[src/rtl/pss_demapper.sv]
// Purpose  : PSS subcarrier demapper; pulls the 63 occupied bins out of a 128-bin FFT frame in ZC order.
// Latency  : first output beat 1 cycle after the last input bin is accepted.
// Backpress: ready_out low for the whole drain; output holds data/sop/eop stable while ready_in is low.
//
// Optional feature macro: PSS_ENERGY_EN (per-frame |x|^2 energy accumulator).
// When PSS_ENERGY_EN is undefined, energy_out and energy_valid are tied to 0.
//
// Ports:
//   clk          clock
//   rst          synchronous active-low reset
//   data_in      input FFT bin, {imag, real}, signed DW-bit components
//   valid_in     input beat valid
//   sop_in       marks data_in as bin 0 of a frame
//   ready_out    block can accept an input beat (FILL state only)
//   data_out     extracted subcarrier, same packing as data_in
//   valid_out    output beat valid (DRAIN state only)
//   ready_in     downstream ready
//   sop_out      high with element k = 0
//   eop_out      high with element k = SEQ_LEN-1
//   frame_err    one-cycle pulse when a partial frame is aborted by sop_in
//   energy_out   sum of re^2+im^2 over the last drained frame
//   energy_valid one-cycle pulse when energy_out updates

module pss_demapper #(
  parameter int N_FFT    = 128,
  parameter int SEQ_LEN  = 63,
  parameter int DW       = 16,
  parameter int ENERGY_W = 2*DW+6
) (
  input  logic                clk,
  input  logic                rst,
  input  logic [2*DW-1:0]     data_in,
  input  logic                valid_in,
  input  logic                sop_in,
  output logic                ready_out,
  output logic [2*DW-1:0]     data_out,
  output logic                valid_out,
  input  logic                ready_in,
  output logic                sop_out,
  output logic                eop_out,
  output logic                frame_err,
  output logic [ENERGY_W-1:0] energy_out,
  output logic                energy_valid
);

  localparam int BIN_W      = $clog2(N_FFT);
  localparam int PTR_W      = $clog2(SEQ_LEN);
  localparam int HALF       = (SEQ_LEN-1)/2;
  localparam int LAST_BIN_I = N_FFT-1;
  localparam int LAST_K_I   = SEQ_LEN-1;

  localparam logic [BIN_W-1:0] LAST_BIN = LAST_BIN_I[BIN_W-1:0];
  localparam logic [PTR_W-1:0] LAST_K   = LAST_K_I[PTR_W-1:0];
  localparam logic [BIN_W:0]   HALF_X   = HALF[BIN_W:0];
  localparam logic [BIN_W:0]   NFFT_X   = N_FFT[BIN_W:0];
  localparam logic [BIN_W:0]   SEQ_X    = SEQ_LEN[BIN_W:0];

  typedef enum logic [0:0] {
    S_FILL  = 1'b0,
    S_DRAIN = 1'b1
  } state_t;

  state_t r_state;
  state_t w_state_nxt;

  logic [BIN_W-1:0] r_bin_idx;
  logic [PTR_W-1:0] r_rd_ptr;
  logic             r_frame_err;
  logic [2*DW-1:0]  r_buf [SEQ_LEN];

  logic             w_fill;
  logic             w_drain;
  logic             w_in_acc;
  logic             w_out_acc;
  logic             w_last_k;
  logic             w_eop_acc;
  logic [BIN_W-1:0] w_bin;
  logic [BIN_W:0]   w_addr_sum;
  logic [BIN_W:0]   w_addr;
  logic             w_keep;

  // State decode. Gating with rst forces ready/valid low for the whole time
  // reset is held, including the cycle before the first reset edge lands.
  assign w_fill  = (r_state == S_FILL)  && rst;
  assign w_drain = (r_state == S_DRAIN) && rst;

  assign ready_out = w_fill;
  assign valid_out = w_drain;

  assign w_in_acc  = valid_in && w_fill;
  assign w_out_acc = w_drain && ready_in;
  assign w_last_k  = (r_rd_ptr == LAST_K);
  assign w_eop_acc = w_out_acc && w_last_k;

  assign data_out  = w_drain ? r_buf[r_rd_ptr] : '0;
  assign sop_out   = w_drain && (r_rd_ptr == '0);
  assign eop_out   = w_drain && w_last_k;
  assign frame_err = r_frame_err;

  // Effective bin of the current beat: a sop always restarts the frame at
  // bin 0, whatever the running count says.
  assign w_bin = sop_in ? '0 : r_bin_idx;

  // Undo the transmit mapping: shift by HALF modulo N_FFT so the negative
  // half of the ZC sequence lands at k=0..HALF-1 and the positive half after
  // it. Anything that maps past SEQ_LEN-1 is an unoccupied bin.
  always_comb begin
    w_addr_sum = {1'b0, w_bin} + HALF_X;
    w_addr     = w_addr_sum;
    if (w_addr_sum >= NFFT_X) begin
      w_addr = w_addr_sum - NFFT_X;
    end
    w_keep = (w_addr < SEQ_X);
  end

  // Next-state logic.
  always_comb begin
    w_state_nxt = r_state;
    case (r_state)
      S_FILL: begin
        if (w_in_acc && (w_bin == LAST_BIN)) begin
          w_state_nxt = S_DRAIN;
        end
      end
      S_DRAIN: begin
        if (w_eop_acc) begin
          w_state_nxt = S_FILL;
        end
      end
      default: begin
        w_state_nxt = S_FILL;
      end
    endcase
  end

  always_ff @(posedge clk) begin
    if (!rst) begin
      r_state <= S_FILL;
    end else begin
      r_state <= w_state_nxt;
    end
  end

  // Counters and the abort flag.
  always_ff @(posedge clk) begin
    if (!rst) begin
      r_bin_idx   <= '0;
      r_rd_ptr    <= '0;
      r_frame_err <= 1'b0;
    end else begin
      // A sop in the middle of a frame throws the partial frame away; the
      // buffer slots it filled are simply overwritten by the new frame.
      r_frame_err <= w_in_acc && sop_in && (r_bin_idx != '0);
      if (w_in_acc) begin
        r_bin_idx <= (w_bin == LAST_BIN) ? '0 : (w_bin + BIN_W'(1));
      end
      if (w_out_acc) begin
        r_rd_ptr <= w_last_k ? '0 : (r_rd_ptr + PTR_W'(1));
      end
    end
  end

  // Subcarrier store. No reset needed: the drain only ever runs after a
  // complete frame has rewritten every slot.
  always_ff @(posedge clk) begin
    if (w_in_acc && w_keep) begin
      r_buf[w_addr[PTR_W-1:0]] <= data_in;
    end
  end

`ifdef PSS_ENERGY_EN
  logic signed [DW-1:0]   w_re;
  logic signed [DW-1:0]   w_im;
  logic signed [2*DW-1:0] w_re_sq;
  logic signed [2*DW-1:0] w_im_sq;
  logic [ENERGY_W-1:0]    w_beat_e;
  logic [ENERGY_W-1:0]    w_acc_sum;
  logic [ENERGY_W-1:0]    r_acc;
  logic [ENERGY_W-1:0]    r_energy;
  logic                   r_energy_vld;

  assign w_re = data_out[DW-1:0];
  assign w_im = data_out[2*DW-1:DW];

  // Squares are never negative and (-2^(DW-1))^2 still fits in 2*DW signed
  // bits, so zero-extending into the accumulator width is safe.
  assign w_re_sq   = w_re * w_re;
  assign w_im_sq   = w_im * w_im;
  assign w_beat_e  = {{(ENERGY_W-2*DW){1'b0}}, w_re_sq}
                   + {{(ENERGY_W-2*DW){1'b0}}, w_im_sq};
  assign w_acc_sum = r_acc + w_beat_e;

  always_ff @(posedge clk) begin
    if (!rst) begin
      r_acc        <= '0;
      r_energy     <= '0;
      r_energy_vld <= 1'b0;
    end else begin
      r_energy_vld <= w_eop_acc;
      if (w_out_acc) begin
        if (w_last_k) begin
          // Final beat: publish the total and start the next frame from 0.
          r_energy <= w_acc_sum;
          r_acc    <= '0;
        end else begin
          r_acc <= w_acc_sum;
        end
      end
    end
  end

  assign energy_out   = r_energy;
  assign energy_valid = r_energy_vld;
`else
  assign energy_out   = '0;
  assign energy_valid = 1'b0;
`endif

endmodule

[config.mk]
export PLATFORM = sky130hd
export DESIGN_NAME = pss_demapper
export DESIGN_NICKNAME = d
export VERILOG_FILES = /design/src/rtl/pss_demapper.sv
export SDC_FILE = /design/constraint.sdc
export NUM_CORES = 2
export LEC_CHECK = 0
export BUFFER_PORTS_ARGS = -buffer_cell sky130_fd_sc_hd__buf_2
export CELL_PAD_IN_SITES_DETAIL_PLACEMENT = 0
export CELL_PAD_IN_SITES_GLOBAL_PLACEMENT = 1
export CORE_ASPECT_RATIO = 1.1
export CORE_MARGIN = 4
export CORE_UTILIZATION = 45
export DETAILED_ROUTE_END_ITERATION = 10
export GPL_TIMING_DRIVEN = 0
export PLACE_DENSITY = 0.68
export SLEW_MARGIN = 30
export SYNTH_ARGS = -nofsm -noshare
export SYNTH_HDL_FRONTEND = slang
export SYNTH_SLANG_ARGS = --single-unit
[constraint.sdc]
create_clock -name clk -period 5.3 [get_ports clk]
set_input_delay 0.53 -clock clk [delete_from_list [all_inputs] [get_ports clk]]
set_output_delay 0.53 -clock clk [all_outputs]
set_load 0.02 [all_outputs]
# == Word-level counts from Yosys, hierarchy flattened ==
# Memory sizes are Yosys's and may differ from the RTL's. A register that Yosys moved wholly into a read port is not among the register bits.
# Cells that the tools add are included.
# classes
n_addsub,4
magnitude_cmp,2
eq_ne,2
mux,12
bitwise,1
n_reduce_logical,13
# ops
operator,n
$mux W32,1
$mux W6,3
$mux W7,2
$logic_and A1 B1 Y1,11
$add A7 B5 Y8 const B,1
$ge A8 B8 Y1 const B,1
$lt A8 B6 Y1 const B,1
$mux W8,1
$sub A8 B8 Y8 const B,1
$add A7 B1 Y7 const B,1
$eq A7 B7 Y1 const B,1
$reduce_bool A7 Y1,1
$add A6 B1 Y6 const B,1
$eq A6 B6 Y1 const B,1
$logic_not A6 Y1,1
$mux W1,4
$pmux W1 S2,1
$not A1 Y1,1
# totals
register_bits,15
mem_bits_rw,2016
in_bits,37
output_inout_bits,76
word_cells,39
memories,1
# memory_table
memory,words,word_bits,rd,rd_clocked_by_memory_dff,write_ports,line,source
r_buf,63,32,1,1,1,69,logic [2*DW-1:0] r_buf [SEQ_LEN];

# == Logic depth before layout (Yosys ltp) ==
# logic_depth
word_depth,8
mapped_depth,11
depth_no_buf,9

# == Worst setup path before layout ==
# Ideal clock, no wire load.
# synth_timing
kind,input to register
from,in sop_in
to,mem r_buf[44][0] (netlist bit) (enable)
setup_ps,461
arrival_ps,4341
required_time_ps,4839
slack_ps,498
path_stages,10
n_path_buf,2
path_cell_list,inv_1 nand2_1 ha_1 clkbuf_1 nor2b_1 a21oi_1 a22o_1 or3_1 buf_2 nor3_1
# synth_between
elab_chain_cells,8
word_cells_on_any_way,9
classes_between,add/sub: 2; order compare: 2; mux: 4; reduce/logical: 1
# synth_lines
element,line,source
start: declaration,34,"input logic sop_in,"
$mux W7 (*),102,assign w_bin = sop_in ? '0 : r_bin_idx;
$add A7 B5 Y8 (*),108,"w_addr_sum = {1'b0, w_bin} + HALF_X;"
$sub A8 B8 Y8 / $ge A8 B8 Y1 (equally long branches),"111, 110",
$mux W8 (*),110,if (w_addr_sum >= NFFT_X) begin
$lt A8 B6 Y1,113,w_keep = (w_addr < SEQ_X);
$logic_and A1 B1 Y1,166,if (w_in_acc && w_keep) begin
$mux W1,166,
$mux W1 (implied by the code),167,r_buf[w_addr[PTR_W-1:0]] <= data_in;
end: declaration,69,
# Mark *: on every way between the ends. The rest lies on a longest branch, timed or not.

==> flow_summary.yaml <==
cells_and_area:
  nets: 4343
  final_area_mm2: 0.09435
  nFillCells: 13242
  multi_input_area_mm2: 0.01734
  utilization_pct: 53.96
  syn2layout_area_growth_pct: 19.28
  drive_gt1_share_pct: 32.05
  layoutNonFillerInstCount: 6760
  seq_area_mm2: 0.06096
clock_network:
  htree_levels: 4
  cts.sinks: 2037
  postCtsSetupBuffers: 0
  cts-root-buf: "clkbuf_16"
  clkLatencyLatePin_ns: 0.87
  cts.clk_slew.worst_paths_ns: 0.06
  tritoncts: "built"
  cts_buffers: 201
  cts_buffer_depth: 3
global_route:
  gr-usage-all-layers_pct: 31.94
  grt_overflow_total: 0
  antenna_found_initial: 30
  grt_pass1_wl_mm: 387.1
  first_global_vias: 42816
  grt_max_degree: 64
logic_synthesis:
  yosysSeqAreaShare_pct: 77.06
  synth-edff-count: 2016
  synth_top_area_share_pct: 76.53
  synth.area.top_cells: "edfxtp_1 (77%), mux4_2 (14%), mux2i_1 (1.2%)"
  ys_seq_elements: 2037
  yosys_warnings: 0
  synthCells: 3724
  synth-main-ff-cell: "edfxtp_1"
  yosysUniqueCellTypes: 67
  synth_area_leader_cell: "edfxtp_1"
  yosys.cell_count.top_type: "edfxtp_1"
  netlist_top_cells_count: "edfxtp_1 (2016), mux4_2 (484), nand2_1 (223), nor2_1 (104), mux2i_1 (97)"
  syn_avg_cell_area_um2: 21.24
  synthArstFlopShare_pct: 0
  netlist_area_mm2: 0.07910
critical_path:
  critPathSlowestCell: "buf_2"
  crit_required_ns: 4.77
  path_cells: "buf_2 -> buf_4 -> inv_1 -> buf_4 -> buf_2 -> clkbuf_2 -> o21ai_0 -> o22ai_1 -> buf_2"
  cp_top_family: "buffers and inverters"
  critPathMaxFanout: 10
  cp.arrival_ns: 4.96
  cp.buffers_inverters: 7
  crit_top_cell: "buf_2"
  timing.critical_path.from_type: "register"
  worst_path_largest_cell_delay_ns: 0.70
  end_kind: "output port"
  worst-setup-path-type: "reg -> out"
timing:
  rsz0062_at_grt: "no"
  slew_headroom_pct: 21.64
  period_share_pct: 103.6
  clock_skew_ns: 0.04085
  max_freq_mhz: 182.1
  post-route-min-period_ns: 5.491
  setup-tns-final_ns: -0.4676
  finalSetupViolCount: 6
  drv_slew: 0
  setup_ws_ns: -0.1911
  tightest_slew_ns: 1.175
  final_hold_viol_count: 0
  hold_ws_ns: 0.07123
drt:
  num_vias: 45383
  drtIter0Drc: 9700
  dr.pass1.iters: 8
  drc: 0
  ant_nets: 0
  finalWirelength_mm: 292.6
  via_per_inst: 6.713
  wl_per_cell_um: 43.28
floorplanning:
  ios: 113
  die_x_um: 407.8
  initial_core_util_pct: 45.24
  die_area_mm2: 0.1826
  rows: 161
  core_mm2: 0.1749
  die_y_um: 447.7
place:
  portBuffers: 73
  dpl_cell_area_mm2: 0.08790
  routabilityCongestion: 0.9227
  placed_cells: 6383
  pre_cts_ws_ns: -0.04077
  dpl.hpwl_mm: 204.6
power:
  power.density_mw_per_mm2: 340.4
  leakage_nw: 30.00
  irDropWorstVdd_v: 0.0003395
  fin_total_pwr_mw: 32.12
status:
  status: "complete, but fails checks"
  violations: "setup timing"
job:
  maxCapViolCount: 0
min_path:
  hp-class: "in -> reg"
[cells in the final DEF, fill, tap and decap left out, types with 8 or more instances in the layout]
cell type / count
edfxtp_1: 2016
mux4_2: 484
buf_4: 234
nand2_1: 223
clkbuf_16: 204
buf_16: 128
buf_2: 106
mux2i_1: 97
clkbuf_1: 66
o21ai_0: 61
clkinv_1: 53
nand3_1: 52
nor2_1: 51
nor2_4: 50
clkinv_2: 40
a22oi_1: 39
conb_1: 39
a21oi_1: 37
buf_6: 34
a31oi_1: 30
clkbuf_2: 29
and3_1: 22
nand2b_1: 22
mux2_2: 21
dfxtp_1: 21
nor3_1: 18
nor2b_1: 17
nor3_2: 16
o211ai_1: 15
diode_2: 13
a22o_1: 13
bufinv_16: 13
buf_12: 13
o22ai_1: 11
inv_1: 9
a311oi_1: 8
a221oi_1: 8
[tightest hold or removal path: cells and delay by family]
| kind | cells | cell delay (ns) |
|---|---|---|
| AOI/OAI and AO/OA | 2 | 0.26 |
| buffers and inverters | 1 | 0.11 |
[kinds of logic after synthesis]
group,count (synthesis),synth area share [%]
other,1,0.004741
flip-flops,2037,77.06
XOR/XNOR,7,0.07750
AND/OR/NAND/NOR,510,2.899
buffers and inverters,261,1.961
AO/OA/AOI/OAI,300,2.578
multiplexers,603,15.34
adder cells (fa/ha/maj),5,0.07909
[registers in the layout, summed over array words and instances (netlist names), named ones only]
name / count
r_state: 1
frame_err: 1
r_bin_idx: 7
r_buf: 2016
r_rd_ptr: 6
[power by group]
part / switching [mW] / leakage [nW] / internal [mW]
Combinational: 0.395 / 8.61 / 0.0752
Clock: 6.22 / 3.09 / 7.69
Sequential: 0.00907 / 18.3 / 17.7
[what timing repair did]
action / in CTS / in global routing
hold buffers: 0 / 0
endpoints found under the setup margin: 23 / 8
resized for setup: 31 / 7
[worst paths after layout]
check	start	end	slack (ns)	depth (start not counted)
setup / recovery	register	data_out[21]	-0.19	9
hold / removal	ready_in	r_state	0.07	3
setup reg to reg	r_bin_idx[0]	r_buf[60][5]	1.00	12
hold reg to reg	r_bin_idx[1]	r_bin_idx[1]	0.57	2
[routing by layer]
layer	vias to the layer above	part of all wire, %	track usage, %
li1	16650	-	-
met1	23738	34	43.08
met2	4182	44	46.97
met3	801	14	8.727
met4	12	7.2	18.87
met5	-	0.029	0
[area by class of cell]
cell class | instances | share of cell area (%)
Tap cell | 2282 | 3.026
Antenna cell | 13 | 0.03448
Sequential cell | 2037 | 64.61
Multi-Input combinational cell | 1464 | 18.38
Clock inverter | 121 | 1.074
Buffer | 246 | 1.691
Timing Repair Buffer | 339 | 5.562
Inverter | 12 | 0.04774
Clock buffer | 246 | 5.577
Note: power is estimated with default switching activity, not from simulation.
